File: src/rtl/pts_key.sv
// pts_key: parallel-to-serial key converter for the byte-serial AES datapath.
// A start pulse in IDLE leads to one LOAD cycle that captures the key.
// SHIFT then streams NBYTES bytes on z with ready high for each valid byte.
// Build option PTS_KEY_LSB_FIRST_EN emits the least-significant byte first.
// Without it the most-significant byte comes first. Timing is the same in both builds.
module pts_key #(
    parameter int KEY_W  = 128,
    parameter int BYTE_W = 8
) (
    input  logic              clk,
    input  logic              rst,
    input  logic              start,
    input  logic [KEY_W-1:0]  a,
    output logic [BYTE_W-1:0] z,
    output logic              ready
);

    localparam int NBYTES = KEY_W / BYTE_W;
    localparam int CNT_W  = $clog2(NBYTES) + 1;

    typedef enum logic [1:0] {
        IDLE,
        LOAD,
        SHIFT
    } state_t;

    state_t           state;
    logic [KEY_W-1:0] shreg;
    logic [CNT_W-1:0] cnt;

    // Control FSM, shift register, beat counter and registered outputs
    always_ff @(posedge clk or negedge rst) begin
        if (!rst) begin
            state <= IDLE;
            shreg <= '0;
            cnt   <= '0;
            z     <= '0;
            ready <= 1'b0;
        end else begin
            case (state)
                IDLE: begin
                    z     <= '0;
                    ready <= 1'b0;
                    if (start) begin
                        state <= LOAD;
                    end
                end
                LOAD: begin
`ifdef PTS_KEY_LSB_FIRST_EN
                    z     <= a[BYTE_W-1:0];
                    shreg <= a >> BYTE_W;
`else
                    z     <= a[KEY_W-1 -: BYTE_W];
                    shreg <= a << BYTE_W;
`endif
                    cnt   <= CNT_W'(1);
                    ready <= 1'b1;
                    state <= SHIFT;
                end
                SHIFT: begin
                    if (cnt == CNT_W'(NBYTES)) begin
                        // The last byte has already been on z for one cycle.
                        z     <= '0;
                        ready <= 1'b0;
                        cnt   <= '0;
                        state <= IDLE;
                    end else begin
`ifdef PTS_KEY_LSB_FIRST_EN
                        z     <= shreg[BYTE_W-1:0];
                        shreg <= shreg >> BYTE_W;
`else
                        z     <= shreg[KEY_W-1 -: BYTE_W];
                        shreg <= shreg << BYTE_W;
`endif
                        cnt   <= cnt + CNT_W'(1);
                    end
                end
                default: begin
                    state <= IDLE;
                    z     <= '0;
                    ready <= 1'b0;
                end
            endcase
        end
    end

endmodule

File: config.mk
export PLATFORM = sky130hd
export DESIGN_NAME = pts_key
export DESIGN_NICKNAME = d
export VERILOG_FILES = /design/src/rtl/pts_key.sv
export SDC_FILE = /design/constraint.sdc
export NUM_CORES = 1
export LEC_CHECK = 0
export CORE_UTILIZATION = 57
export CTS_BUF_LIST = sky130_fd_sc_hd__clkbuf_8
export DETAILED_ROUTE_END_ITERATION = 8
export PLACE_DENSITY = 0.95
export SYNTH_ARGS = -nofsm -noshare
export SYNTH_HDL_FRONTEND = slang
export SYNTH_SLANG_ARGS = --single-unit
File: constraint.sdc
create_clock -name clk -period 4.4 [get_ports clk]
set_input_delay 0.88 -clock clk [delete_from_list [all_inputs] [get_ports clk]]
set_output_delay 0.88 -clock clk [all_outputs]
set_load 0.1 [all_outputs]
## Yosys cells after proc, flatten, opt, wreduce, memory -nomap -nowiden

Cells that the tools add are included.

- Bits in registers: 144
- Bits in latches: 0
- Bits in writable memories: 0
- ROM bits: 0
- Input bits: 131
- Output and inout bits: 9
- Word-level logic and storage cells: 27
- Memories kept: 0

- Add/subtract/negate cells: 1
- Multiply operators: 0
- Divide/modulo/power cells: 0
- Order comparisons: 0
- Equality and inequality tests: 6
- Shift operators: 0
- Mux-type cells: 11
- Bitwise gates (word level): 0
- Reduce and logical (&&, ||, !) cells: 4

Operators by type and width:

| operator | count |
|---|---|
| case mux 128 bit (2 select lines) | 1 |
| two-way mux 128 bit | 1 |
| case mux 8 bit (2 select lines) | 1 |
| case mux 5 bit (2 select lines) | 1 |
| two-way mux 8 bit | 1 |
| inequality test 2 bit (second input constant) | 3 |
| case mux 2 bit (3 select lines) | 1 |
| adder 5 x 1 -> 5 bit (second input constant) | 1 |
| equality test 5 bit (second input constant) | 1 |
| two-way mux 5 bit | 1 |
| two-way mux 2 bit | 2 |
| AND reduction 2 bit | 2 |
| equality test 2 x 1 -> 1 bit (second input constant) | 1 |
| equality test 2 bit (second input constant) | 1 |
| zero test 2 bit | 1 |
| case mux 1 bit (2 select lines) | 1 |
| nonzero test 2 bit | 1 |
| two-way mux 1 bit | 1 |

## Logic depth before layout (Yosys ltp)

Gate-level depths: netlist of run 1.

- Depth after elaboration: 3
- Gate-level depth with buffers: 8

## Worst setup path before layout of run 1

OpenSTA, ideal clock, no wires.

- Path type: reg-to-reg
- Start: reg state[0]
- End: reg shreg[107]
- Data arrival time: 1.800 ns
- Path slack: 2.472 ns
- Stages on the path, launching flop included: 7
- Path buffers: 2
- Clock period less this slack: 1.928 ns
- Path through: dfrtp_1 inv_1 ha_1 buf_2 clkbuf_1 mux2_2 mux2_1

- Cells in the longest elaborated chain, start to end: 3
- Elaborated cells on any way between the ends: 6
- Those cells by class: eq/ne: 3; mux: 1; reduce/logical: 2

Ends and longest elaborated chain:

| what | RTL line | text |
|---|---|---|
| start, declared | 27 | `state_t state;` |
| start signal, assigned | 34 | `state <= IDLE;` |
| start signal, assigned | 45 | `state <= LOAD;` |
| start signal, assigned | 58 | `state <= SHIFT;` |
| equality test 2 bit / equality test 2 x 1 -> 1 bit (equally long branches) | 40 | `case (state)` |
| inequality test 2 bit (no source line) / nonzero test 2 bit (equally long branches) | - |  |
| AND reduction 2 bit (no source line) | - |  |
| end signal, assigned | 54 | `shreg <= a << BYTE_W;` |
| end signal, assigned | 73 | `shreg <= shreg << BYTE_W;` |
| end, declared | 28 | `logic [KEY_W-1:0] shreg;` |

Parallel ways exist; a longest one is shown, timed or not.
A chain may end at the register's enable or synchronous reset.

## Final worst setup path of run 1

- Start: reg z[7]
- End: out z[7]

RTL lines:

| what | RTL line | text |
|---|---|---|
| start, declared | 14 | `output logic [BYTE_W-1:0] z,` |
| start signal, assigned | 53 | `z <= a[KEY_W-1 -: BYTE_W];` |
| start signal, assigned | 72 | `z <= shreg[KEY_W-1 -: BYTE_W];` |

No word-level cell between the ends.

==> flow_metrics.tcl, run 1 <==
set metrics [dict create \
    via_count 3990 \
    avgSynthCellArea_um2 14.8 \
    die-area_um2 12000 \
    grt_overflow_total 0 \
    drt_first_pass_iters 4 \
    drv_cap 0 \
    ys_async_sr_fraction 1.00 \
    post_synth_instance_area_um2 6590 \
    worst_slew_margin_rel 0.327 \
    clock_latency_ps 470 \
    synth_area_leaders "sky130_fd_sc_hd__dfrtp_1 52%, sky130_fd_sc_hd__mux2_2 23%, sky130_fd_sc_hd__mux2_1 16%" \
    synth.top_cell.area_share 0.516 \
    slowest_stage "sky130_fd_sc_hd__clkdlybuf4s50_1" \
    grt_util_met2 0.412 \
    drt-vias-per-instance 5.47 \
    tritoncts.num_buffers 17 \
    finish.net_count 717 \
    period_minus_slack_ps 2860 \
    globalRouteTotalUtil 0.253 \
    timing.critical_path.buf_inv 1 \
    crit_arrival_ps 1980 \
    area_delta_synth_final_pct 27.1 \
    worstPathMaxFanout 1 \
    totalNegativeSetupSlack_ps 0 \
    synth_area_leader_cell "sky130_fd_sc_hd__dfrtp_1" \
    layout-drive-gt1-share 0.286 \
    starting_density 0.598 \
    cts-root-buf "sky130_fd_sc_hd__clkbuf_8" \
    final_min_period_over_clock_period 0.650 \
    yosysUniqueCellTypes 31 \
    cts_tree "done" \
    io_buffers 139 \
    maximum_number_of_pins_on_one_net_before_global_route_repair 83 \
    run_status "finished clean" \
    totalWireLength_um 13600 \
    drtAntennaViolNets 0 \
    drt_first_iter_violations 169 \
    pin_count 140 \
    final-setup-viol-count 0 \
    crit_path_cell_trace "clkdlybuf4s50_1" \
    required_ps 3520 \
    max_clock_freq_mhz 350 \
    gp_routability_congestion 0.778 \
    power_density_of_the_placed_cells_nw_per_um2 675 \
    cpLargestDelayFamily "buffers and inverters" \
    rows 38 \
    cts_resized 0 \
    report.final.slew_viol_count 0 \
    power_leakage_nw 3.47 \
    coreArea_um2 11000 \
    die_width_um 110 \
    critical_path.reg2reg.startpoint "state[1]" \
    final_hold_viol_count 0 \
    globalRouteMet3Util 0.0919 \
    grt.busiest_layer "met2" \
    antenna_found_initial 0 \
    postCtsSetupBuffers 0 \
    met1_usage 0.302 \
    clock_skew_ps 5.94 \
    synth_flop_cell "sky130_fd_sc_hd__dfrtp_1" \
    timing_worst_slew_pin_value_ps 1010 \
    hold_path.class "primary input to asynchronous set/reset pin" \
    synth-edff-count 0 \
    synth_seq_cells 136 \
    first_global_vias 4419 \
    worst-r2r-setup-slack_ps 1580 \
    post_synthesis_net_count 582 \
    fraction_of_the_yosys_area_taken_by_sequential_cells 0.516 \
    max-vdd-ir-drop_uv 379 \
    setup.worst_path.end_class "output pin" \
    critPathLaunch "z[7]" \
    worst_r2r_path_cells 6 \
    p_total_mw 5.66 \
    crit_path_max_incr_delay_ps 1160 \
    antenna_cells 0 \
    detail_route.wl_per_cell_um 18.7 \
    dp_hpwl_um 9470 \
    yosysWarnings 0 \
    cts_max_path_buffers 2 \
    dieHeight_um 110 \
    start_kind "flop" \
    cts_htree_levels 4 \
    timing.rr.end "shreg[77]" \
    holdBufCountCts 0 \
    post-route-drc-count 0 \
    grt_pass1_wl_um 22100 \
    netlist_instances 445 \
    worst_setup_path_category "flop to output pin" \
    setup_repair_after_global_routing_missed_its_margin "no" \
    crit_cells 1 \
    clock_pin_slew_of_the_registers_on_the_worst_case_setup_and_hold_paths_ps 70 \
    clock_sinks 136 \
    timing.critical_path.to "z[7]" \
]
## worst min-delay path by stage
stage / startpoint / end / slack (ps) / cells after the start
2_1_floorplan: shreg[100] / shreg[100] / 460 / 1
3_3_place_gp: shreg[66] / shreg[66] / 470 / 1
3_5_place_dp: shreg[58] / shreg[58] / 480 / 1
4_1_cts: rst / shreg[52] / 470 / 1
5_1_grt: rst / shreg[57] / 490 / 1
6_report: rst / shreg[52] / 440 / 1
## power by group
group          total, mW  internal, mW  switching (mW)
clock network      0.948         0.502           0.447
registers           2.22          1.89           0.324
logic               2.49          1.30            1.19
## logic make-up after synthesis
group / Yosys count / synth area share
muxes: 227 / 0.387
DFF: 136 / 0.516
buffers and inverters: 37 / 0.0364
AOI/OAI and AO/OA: 28 / 0.0361
and+or+nand+nor: 11 / 0.0125
adders and majority gates: 6 / 0.0114
## area by class of cell
type | instances | area (µm²)
tap | 140 | 175
sequential | 136 | 3400
multi-input combinational | 272 | 2960
clock inverter | 7 | 55.1
inverter | 8 | 30.0
fill | 682 | 2650
timing repair buffer | 145 | 1450
clock buffer | 22 | 303
## Yosys cell counts, types with 2 or more instances
cell type,count
sky130_fd_sc_hd__nor2b_1,3
sky130_fd_sc_hd__a22o_1,17
sky130_fd_sc_hd__nand3_1,2
sky130_fd_sc_hd__inv_1,8
sky130_fd_sc_hd__clkbuf_1,9
sky130_fd_sc_hd__dfrtp_1,136
sky130_fd_sc_hd__mux2_1,92
sky130_fd_sc_hd__buf_2,6
sky130_fd_sc_hd__mux2_2,134
sky130_fd_sc_hd__buf_6,10
sky130_fd_sc_hd__ha_1,6
sky130_fd_sc_hd__buf_4,2
sky130_fd_sc_hd__nand2_1,2
## per-stage QoR
stage | area (µm²) | cells | util | hold slack [ps] | setup WS, ps
after floorplan | 6590 | 445 | - | 459 | 2470
after global placement | 8020 | 701 | 0.727 | 468 | 1710
after detailed placement | 8020 | 701 | 0.727 | 478 | 1580
after CTS | 8380 | 730 | 0.760 | 470 | 1530
after global routing | 8380 | 730 | 0.760 | 488 | 1380
final | 8380 | 730 | 0.760 | 443 | 1540
## layer usage
layer / part of all wire / wire [µm] / vias up
li1: - / - / 1881
met1: 0.41 / 5580 / 1982
met2: 0.51 / 6910 / 100
met3: 0.060 / 824 / 27
met4: 0.024 / 334 / 0
met5: 0 / 0 / -
## registers in the layout, indices dropped and copies added, names as in the netlist
signal  cells
shreg     120
z           8
cnt         5
state       2
ready       1
## cell usage in the layout, fill, tap and decap left out, types with 2 or more instances in the layout
cell type,count
sky130_fd_sc_hd__nor2b_1,3
sky130_fd_sc_hd__a22o_1,17
sky130_fd_sc_hd__inv_1,12
sky130_fd_sc_hd__clkdlybuf4s50_1,138
sky130_fd_sc_hd__clkinv_2,2
sky130_fd_sc_hd__buf_4,5
sky130_fd_sc_hd__clkbuf_8,22
sky130_fd_sc_hd__ha_1,5
sky130_fd_sc_hd__nand3_1,2
sky130_fd_sc_hd__mux2_2,134
sky130_fd_sc_hd__nand2_1,2
sky130_fd_sc_hd__dfrtp_1,136
sky130_fd_sc_hd__mux2_1,92
(Power assumes the default switching activity.)
==> run 2: changes to the inputs <==
CORE_UTILIZATION = 48   (was 57)
PLACE_DENSITY = 0.89   (was 0.95)
clock period = 2.5 ns   (was 4.4 ns; I/O delays follow)
==> flow_metrics.tcl, run 2 (same netlist as run 1, synthesis figures left out) <==
set metrics [dict create \
    drt_first_pass_iters 4 \
    postCtsSetupBuffers 0 \
    starting_density 0.496 \
    cts-root-buf "sky130_fd_sc_hd__clkbuf_8" \
    worst-r2r-setup-slack_ps 520 \
    final_hold_viol_count 0 \
    power_leakage_nw 3.52 \
    maximum_number_of_pins_on_one_net_before_global_route_repair 62 \
    layout.cells.most_common_list "136 x sky130_fd_sc_hd__dfrtp_1, 134 x sky130_fd_sc_hd__mux2_2, 129 x sky130_fd_sc_hd__clkdlybuf4s50_1" \
    final-setup-viol-count 0 \
    largest-register "shreg" \
    clock_latency_ps 440 \
    crit_arrival_ps 2310 \
    hold_path.class "flop to flop" \
    met1_usage 0.253 \
    first_global_vias 4503 \
    largest_register_ff_count 120 \
    report.final.slew_viol_count 0 \
    timing_worst_slew_pin_value_ps 490 \
    antenna_found_initial 0 \
    die_width_um 119 \
    biggestRegsByFlops "shreg x120, z x8, cnt x5" \
    via_count 4048 \
    final_min_period_over_clock_period 0.793 \
    clock_sinks 136 \
    drt-vias-per-instance 5.24 \
    clock_skew_ps 7.48 \
    cts_max_path_buffers 2 \
    max-vdd-ir-drop_uv 588 \
    grt_pass1_wl_um 22700 \
    finish.net_count 722 \
    worst_slew_margin_rel 0.673 \
    detail_route.wl_per_cell_um 17.5 \
    drt_first_iter_violations 153 \
    coreArea_um2 13300 \
    power_density_of_the_placed_cells_nw_per_um2 1200 \
    grt_util_met2 0.354 \
    final_common_cell "sky130_fd_sc_hd__dfrtp_1" \
    cts_resized 0 \
    drv_cap 0 \
    worstPathMaxFanout 61 \
    dp_hpwl_um 9630 \
    setup_repair_after_global_routing_missed_its_margin "no" \
    io_buffers 139 \
    run_status "finished clean" \
    totalWireLength_um 13500 \
    globalRouteTotalUtil 0.208 \
    fillerInstances 947 \
    rows 42 \
    post-route-drc-count 0 \
    die-area_um2 14200 \
    gp_routability_congestion 0.768 \
    clock_pin_slew_of_the_registers_on_the_worst_case_setup_and_hold_paths_ps 80 \
    cts_tree "done" \
    cts_htree_levels 4 \
    tritoncts.num_buffers 17 \
    area_delta_synth_final_pct 29.3 \
    place.detailed.instances 741 \
    start_kind "flop" \
    period_minus_slack_ps 1980 \
    worst_setup_path_category "flop to flop" \
    drtAntennaViolNets 0 \
    setup.worst_path.end_class "flop" \
    dieHeight_um 119 \
    grt_overflow_total 0 \
    layout-drive-gt1-share 0.314 \
    pin_count 140 \
    required_ps 2830 \
    antenna_cells 0 \
    max_clock_freq_mhz 504 \
    grt.busiest_layer "met2" \
    post_layout_nonfiller_instances 772 \
    totalNegativeSetupSlack_ps 0 \
    globalRouteMet3Util 0.0560 \
]
==> run 2: path summary, 6_finish.rpt <==
path,from,to,depth (start not counted)
min in group asynchronous,rst,z[3],2
worst max-delay path,cnt[0],shreg[86],6
worst max register to register,cnt[0],shreg[86],6
worst min register to register,shreg[81],shreg[81],1
max in group asynchronous,rst,shreg[54],3
worst min-delay path,shreg[81],shreg[81],1
==> run 2: worst max-delay path, stage by stage (launching register included) <==
cell and delay (ps):
sky130_fd_sc_hd__dfrtp_1 400, sky130_fd_sc_hd__inv_1 100, sky130_fd_sc_hd__ha_1 200, sky130_fd_sc_hd__nand4bb_4 170, sky130_fd_sc_hd__a21oi_4 260, sky130_fd_sc_hd__buf_12 310
sky130_fd_sc_hd__mux2_1 370
==> run 2: final cells by class <==
class,count,area (µm²),area share
inverters,8,30.0,0.00352
repair buffers,150,1490,0.175
well taps,176,220,0.0258
multi-input cells,272,2960,0.348
flip-flops and latches,136,3400,0.399
clock inverters,13,180,0.0211
clock buffers,17,234,0.0275
==> run 2: per-stage QoR <==
stage	setup slack [ps]	hold slack [ps]	utilization	total power, mW	instance area [µm²]
CTS	500	496	0.641	10.3	8520
finish	517	491	0.641	10.2	8520
global route	407	513	0.641	10.9	8520
global placement	583	469	0.609	8.14	8100
floorplan	572	204	-	7.45	6590
detailed placement	513	477	0.609	8.38	8100
==> run 2: report_power, final <==
part           total (mW)  switching [mW]  internal, mW
Combinational        4.40            2.08          2.32
Sequential           3.91           0.576          3.33
Clock                1.91           0.835          1.07
Total                10.2            3.49          6.73
==> run 2: routing by layer <==
| metal | vias to the layer above | part of all wire | routed length, µm |
|---|---|---|---|
| li1 | 1897 | - | - |
| met1 | 2034 | 0.42 | 5710 |
| met2 | 95 | 0.52 | 7010 |
| met3 | 22 | 0.039 | 532 |
| met4 | 0 | 0.018 | 245 |
| met5 | - | 0 | 0 |
==> run 2: repair_timing <==
item / 4_1_cts / 5_1_grt
hold endpoints to repair: 26 / 0
hold buffers: 1 / 0
setup endpoints to repair: 0 / 0
==> run 3: changes to the inputs <==
clock period = 1.7 ns   (was 2.5 ns; I/O delays follow)
==> flow_metrics.tcl, run 3 (same netlist as run 1, synthesis figures left out) <==
set metrics [dict create \
    final-setup-viol-count 112 \
    cts_htree_levels 4 \
    drt_first_iter_violations 173 \
    placement.setup.worst_slack_ps -180 \
    worst_slew_margin_rel 0.766 \
    clock_sinks 136 \
    final_core_utilization 0.707 \
    drv_cap 0 \
    worst_r2r_path_cells 7 \
    final_common_cell "sky130_fd_sc_hd__dfrtp_1" \
    globalRouteTotalUtil 0.240 \
    timing.rr.end "shreg[124]" \
    setup.worst_path.end_class "flop" \
    run_status "finished with violations" \
    drtAntennaViolNets 0 \
    max_clock_freq_mhz 550 \
    hold_path.class "primary input to asynchronous set/reset pin" \
    grt_overflow_total 0 \
    io_buffers 139 \
    holdWs_ps 355 \
    finish.net_count 760 \
    cts_max_path_buffers 2 \
    crit_path_max_incr_delay_ps 400 \
    maximum_number_of_pins_on_one_net_before_global_route_repair 39 \
    required_ps 2030 \
    detail_route.wl_per_cell_um 20.0 \
    rows 42 \
    placedInstanceArea_um2 8450 \
    report.final.slew_viol_count 0 \
    totalNegativeSetupSlack_ps -9200 \
    start_kind "flop" \
    fillerInstances 847 \
    slowest_stage "sky130_fd_sc_hd__dfrtp_1" \
    clock_latency_ps 440 \
    setup_repair_after_global_routing_missed_its_margin "yes" \
    largest_register_ff_count 120 \
    final_hold_viol_count 0 \
    area_delta_synth_final_pct 42.5 \
    finalWorstSetupSlack_ps -118 \
    worst-r2r-setup-slack_ps -120 \
    clock_skew_ps 10.8 \
    coreArea_um2 13300 \
    cts_tree "done" \
    post_layout_nonfiller_instances 808 \
    starting_density 0.496 \
    biggestRegsByFlops "shreg x120, z x8, cnt x5" \
    die_width_um 119 \
    tritoncts.num_buffers 17 \
    grt_pass1_wl_um 25800 \
    first_global_vias 4875 \
    die-area_um2 14200 \
    failed_checks "setup timing" \
    period_minus_slack_ps 1820 \
    largest-register "shreg" \
    dp_hpwl_um 10400 \
    crit_path_cell_trace "inv_2, ha_4, nand4bb_4, a21oi_4, buf_12, buf_16, mux2_2" \
    max-vdd-ir-drop_uv 1280 \
    critical_path.reg2reg.startpoint "cnt[0]" \
    pin_count 140 \
    drt-vias-per-instance 5.38 \
    cts-root-buf "sky130_fd_sc_hd__clkbuf_8" \
    power_leakage_nw 4.11 \
    final_min_period_over_clock_period 1.07 \
    timing_worst_slew_pin_value_ps 351 \
    post-route-drc-count 0 \
    dieHeight_um 119 \
    place.detailed.instances 763 \
    gp_routability_congestion 0.767 \
    power_density_of_the_placed_cells_nw_per_um2 1910 \
    clock_pin_slew_of_the_registers_on_the_worst_case_setup_and_hold_paths_ps 70 \
    worst_setup_path_category "flop to flop" \
    layout-drive-gt1-share 0.443 \
    drt_first_pass_iters 6 \
    antenna_found_initial 0 \
    crit_arrival_ps 2150 \
    layout.cells.most_common_list "136 x sky130_fd_sc_hd__dfrtp_1, 129 x sky130_fd_sc_hd__clkdlybuf4s50_1, 117 x sky130_fd_sc_hd__mux2_2" \
    totalWireLength_um 16200 \
    worstPathMaxFanout 19 \
    antenna_cells 0 \
    via_count 4345 \
    p_total_mw 18.0 \
    final_area_um2 9400 \
]
run 3: changes by cell type in the layout (fill, tap and decap cells not counted), sizes merged:
cell	before	now
bufinv	4	1
buf	20	58
clkbuf	17	21
inv	9	11
clkinv	5	3
clkinvlp	3	0
run 3: worst max-delay path: cells and delay by family, from the launching register on:
family	cells	cell delay, ps
AO/OA/AOI/OAI	1	190
adder cells (fa/ha/maj)	1	140
buffers and inverters	3	480
flip-flops	1	400
multiplexers	1	350
AND/OR/NAND/NOR	1	130
run 3: final cells by class:
type | instances | area (µm²) | share of cell area
inverter | 8 | 30.0 | 0.00320
tap | 176 | 220 | 0.0234
clock buffer | 21 | 289 | 0.0308
clock inverter | 7 | 56.3 | 0.00599
timing repair buffer | 188 | 2150 | 0.229
multi-input combinational | 272 | 3250 | 0.345
sequential | 136 | 3400 | 0.362
run 3: worst max path at each step:
stage                   from  depth (start not counted)    endpoint  slack (ps)
floorplan           state[0]                          8  shreg[100]         -30
global placement      cnt[0]                          6   shreg[28]        -100
detailed placement    cnt[1]                          6   shreg[23]        -180
CTS                   cnt[0]                          7   shreg[44]        -100
global route          cnt[0]                          7   shreg[71]        -190
finish                cnt[0]                          7  shreg[124]        -120
run 3: layer usage:
layer	vias to the layer above	global-route usage	routed length, µm
met3	28	0.0589	868
met4	0	0.0934	263
met5	-	0	0
met1	2181	0.301	7080
li1	1986	-	-
met2	150	0.398	7990
run 3: repair_timing:
action | in CTS | in global routing
pin swaps | 1 | 0
gates cloned | 5 | 0
hold buffers | 1 | 0
setup endpoints to repair | 121 | 122
buffers inserted | 9 | 3
resized for setup | 69 | 28
hold endpoints to repair | 29 | 0
run 3: power by group:
| group | leakage, nW | internal [mW] | switching (mW) | total, mW |
|---|---|---|---|---|
| combinational | 2.29 | 5.78 | 3.88 | 9.66 |
| clock | 0.193 | 1.25 | 1.15 | 2.41 |
| sequential | 1.62 | 4.91 | 1.00 | 5.91 |
| total | 4.11 | 11.9 | 6.03 | 18.0 |
==> edit 1, RTL diff (settings of run 2) <==
Compare `cnt` against `CNT_W'(NBYTES)` with >= in place of ==.
--- a/src/rtl/pts_key.sv
+++ b/src/rtl/pts_key.sv
@@ -59,5 +59,5 @@
                 end
                 SHIFT: begin
-                    if (cnt == CNT_W'(NBYTES)) begin
+                    if (cnt >= CNT_W'(NBYTES)) begin
                         // The last byte has already been on z for one cycle.
                         z     <= '0;
Function: no difference found for any inputs over 10 cycles, from zero or initial values and one cycle with rst low; that may be too few to reach the edited logic, so the function may still have changed.
==> edit 1 against run 2 <==
  * Count of clock-buffer cells in the layout rose by 6
  * Die area fell by 3.2%
  * Cell count rose by 15%
  * Critical path depth fell by 1
  * Synthesized area fell by 3.3%
  * Maximum frequency rose by 1.3%
  * Sequential cell count did not move
  * Wire length rose by 13%
  * Total power fell by 1.9%
  * Non-clock buffer count rose by 1
  * Design area fell by 4.0%
  * Setup slack improved by 0.025 ns
  * Critical path type unchanged
  * Critical endpoint is now shreg[78]
==> edit 1: results (changes against run 2) <==
Route
  • Via density: 5.66 (+7.8%)
  • Drt initial violations: 347 (+130%)
  • Pre-Repair DR Iteration Count: 5 (+1)
  • WL/cell: 17.1 µm (-2.4%)

Final layout
  • Post-layout nets: 841 (+16%)
  • Fillers: 997 (+5.3%)

Synthesis
  • Multiplexer share of the synthesized area: 17.8% (-21 points)
  • Compound-cell area share of the yosys netlist: 11.8% (+8.2 points)
  • Sequential share of the synthesized area: 53.4% (+1.8 points)
  • Adder-cell share of the synthesized area: 0.981% (-0.16 points)
  • Unique masters post-synth: 30 (-3.2%)

Global route
  • Largest net degree at the start of global routing: 113 (+82%)
  • Gr usage total: 23.6% (+2.8 points)
  • Vias in the first global route: 5194 (+15%)
  • First-pass GRT wire length: 24600 µm (+8.3%)
  • Initial antenna violation count: 0 (unchanged)

Setup path
  • CP Max Fanout: 112 (+84%)

Pwr
  • Internal: 5900 µW (-12%)
  • Leakage: 0.00345 µW (-2.2%)
  • Worst VDD drop: 0.738 mV (+26%)

Place
  • DP Wirelength: 10300 µm (+6.8%)
  • Routability cong.: 0.829 (+7.9%)

Run status
  • Result of the run: finished, final reports clean

STA
  • Slew @ Worst Pin: 0.778 ns (+0.288 ns)
  • Final setup skew: 0.00725 ns (-0.000229 ns)
-- edit 1: stage by stage --
stage	power [µW]	instances	setup WS [ns]	util (%)	cell area, µm²
after global routing	10700	890	0.389	64.1	8180
after global placement	8050	858	0.613	61.0	7790
final	10000	890	0.542	64.1	8180
after CTS	10100	890	0.521	64.1	8180
after detailed placement	8330	858	0.546	61.0	7790
after floorplan	7300	589	0.943	-	6380
-- edit 1: cells by family (layout without fill, tap and decap cells) --
group / after synthesis / in the layout
AOI/OAI and AO/OA: 138 / 138
DFF: 136 / 136
and+or+nand+nor: 136 / 136
muxes: 113 / 113
buffers and inverters: 61 / 190
adders and majority gates: 5 / 5
-- edit 1: power groups by stage --
stage	registers (µW)	logic, µW	clock network, µW
floorplan	4070	3220	0
global placement	3840	4210	0
detailed placement	3910	4430	0
CTS	3870	4430	1770
global route	3990	4890	1860
finish	3880	4400	1730
-- edit 1: worst paths after layout --
check                          from         to  slack [ns]  cells past startpoint
max                        state[0]  shreg[78]        0.54                      5
min                             rst  shreg[14]        0.03                      1
max reg2reg                state[0]  shreg[78]        0.54                      5
min reg2reg                   ready      ready        0.49                      2
max in group asynchronous       rst  shreg[92]        1.72                      2
min in group clk              ready      ready        0.49                      2
-- edit 1: area by class of cell --
class	count	area (µm²)	area share [%]
clock buffers	23	317	3.87
clock inverters	9	71.3	0.872
inverters	7	26.3	0.321
multi-input cells	392	2650	32.4
flip-flops and latches	136	3400	41.6
well taps	172	215	2.63
repair buffers	151	1500	18.3
-- edit 1: routing by layer --
layer,track usage (%),wire length [µm],part of all wire [%]
met1,28.3,6290,41
met2,40.5,7670,51
met3,5.10,814,5.4
met4,11.3,404,2.7
met5,0,0,0
-- edit 1: critical path, stage by stage (launching register included) --
cell	delay, ns
dfrtp_1	0.40
inv_1	0.13
ha_4	0.21
buf_12	0.59
mux2i_1	0.30
o21ai_0	0.10
==> edit 2, RTL diff (flow settings as in run 2) <==
Made on the original files. `BYTE_W`: 8 -> 16.
--- a/src/rtl/pts_key.sv
+++ b/src/rtl/pts_key.sv
@@ -6,5 +6,5 @@
 module pts_key #(
     parameter int KEY_W  = 128,
-    parameter int BYTE_W = 8
+    parameter int BYTE_W = 16
 ) (
     input  logic              clk,
Ports: changed (resized z); port bits go from 140 to 148. No check against the original RTL was run, so the function may have changed too.
==> edit 2 against run 2 <==
  * Total power is 9.7% higher
  * Highest routed layer unchanged
  * Clock power is 13% lower
  * Setup slack worse by 0.085 ns
  * Sequential cell count is 1 lower
  * Synthesized area is 1.8% higher
  * Design area is 0.54% higher
  * Wire length is 5.7% higher
  * Combinational power is 29% higher
==> edit 2: results (changes against run 2) <==
Run status
  • Result of the run: finished, final reports clean

Setup path
  • Reg2reg setup slack: 0.43 ns (-0.09 ns)
  • Kind of cell adding the most delay to the critical path: simple AND/OR/NAND/NOR gates
  • Data arrival, critical path: 2.40 ns (+0.09 ns)
  • CP Max Fanout: 75 (+23%)
  • Reg2reg start: state[1]
  • Critical path's slowest cell: nor2b_4
  • CP max stage delay: 0.47 ns (+0.07 ns)

Global route
  • Grt met1 use: 26.3% (+1.1 points)
  • Gr usage total: 21.2% (+0.33 points)
  • First-pass GRT wire length: 22900 µm (+1.1%)
  • M3 GR Usage: 7.31% (+1.7 points)
  • Met2 Usage GRT: 34.1% (-1.3 points)
  • Largest net degree at the start of global routing: 76 (+23%)

Route
  • Routed length on met3: 922 µm (+73%)
  • Met1 wire length: 6380 µm (+12%)
  • Met2 wire length: 6710 µm (-4.3%)
  • Via count: 4036 (-0.30%)
  • Drt initial violations: 237 (+55%)

Synthesis
  • Post-synth top cells: 135 x dfrtp_1, 130 x mux2_2, 64 x mux2_4
  • Yosys warning count: 0 (unchanged)
  • Synthesized area per cell: 15.2 µm² (+2.8%)
  • Area share of the largest cell type after synthesis: 50.3% (-1.3 points)
  • Unique masters post-synth: 27 (-13%)
  • Syn_nets: 577 (-0.86%)
  • FF+latch count, synth: 135 (-0.74%)
  • Top cells by area, synth: dfrtp_1 50%, mux2_2 22%, mux2_4 14%
  • Synthesized instance count: 441 (-0.90%)
  • Sequential share of the synthesized area: 50.3% (-1.3 points)

Final layout
  • Regs by FF count: shreg: 112 flops, z: 16 flops, cnt: 4 flops
  • Layout non-clock buf frac: 18.2% (+0.69 points)
  • Seq area share: 39.4% (-0.51 points)
  • Multi-input comb cells: 266 (-2.2%)
  • Nonclk inv count: 7 (-1)
  • Fillers: 1022 (+7.9%)
  • Bufs w/o clock: 159 (+6.0%)
  • Fin cells: 775 (+0.39%)
  • ANT cells: 0 (unchanged)
  • Layout cells sized above 1: 42.9% (+12 points)
  • Area Growth Syn to Fin: 27.6%
  • # clk buffers: 17 (unchanged)
  • Final-layout clock-cell area share: 4.25% (-0.61 points)

Pwr
  • Leakage: 0.00375 µW (+6.4%)
  • Worst VDD drop: 1.11 mV (+88%)

Place
  • Area after DPL: 0.00820 mm² (+1.2%)
  • Inst Count DP: 742 (+0.13%)
  • DP Wirelength: 10100 µm (+5.2%)
  • Port Buf Inserts: 147 (+5.8%)
  • Routability cong.: 0.791 (+3.0%)

STA
  • Slew @ Worst Pin: 0.577 ns (+0.0869 ns)
  • Final setup skew: 0.0127 ns (+0.00523 ns)
  • Worst hold margin: 0.504 ns (+0.0134 ns)

CTS
  • Post-CTS Resized: 0 (unchanged)
  • CTS root buffer: clkbuf_8

Hold path
  • HP Start: shreg[30]
  • Endpoint, Worst Hold: shreg[30]
edit 2: kinds of logic after synthesis:
kind of cell / synth area share, %
AO/OA/AOI/OAI: 5.33
adder cells (fa/ha/maj): 0.932
buffers and inverters: 4.90
flip-flops: 50.3
multiplexers: 36.3
AND/OR/NAND/NOR: 2.27
edit 2: worst max-delay path by stage:
stage,endpoint,depth (start not counted),slack [ns],from
floorplan,shreg[123],9,0.65,state[1]
global placement,shreg[61],6,0.49,state[0]
detailed placement,shreg[59],6,0.43,state[0]
CTS,shreg[59],6,0.42,state[0]
global route,shreg[59],6,0.34,state[0]
finish,shreg[120],6,0.43,state[1]
edit 2: where the power goes:
part	switching [µW]	leakage (µW)	total (µW)	internal (µW)
clock network	872	0.000176	1660	784
registers	623	0.00163	3900	3280
logic	2570	0.00194	5660	3090
edit 2: repair_timing:
item | CTS | global route
buffers inserted | 0 | 0
hold endpoints to repair | 44 | 0
hold buffers | 1 | 0
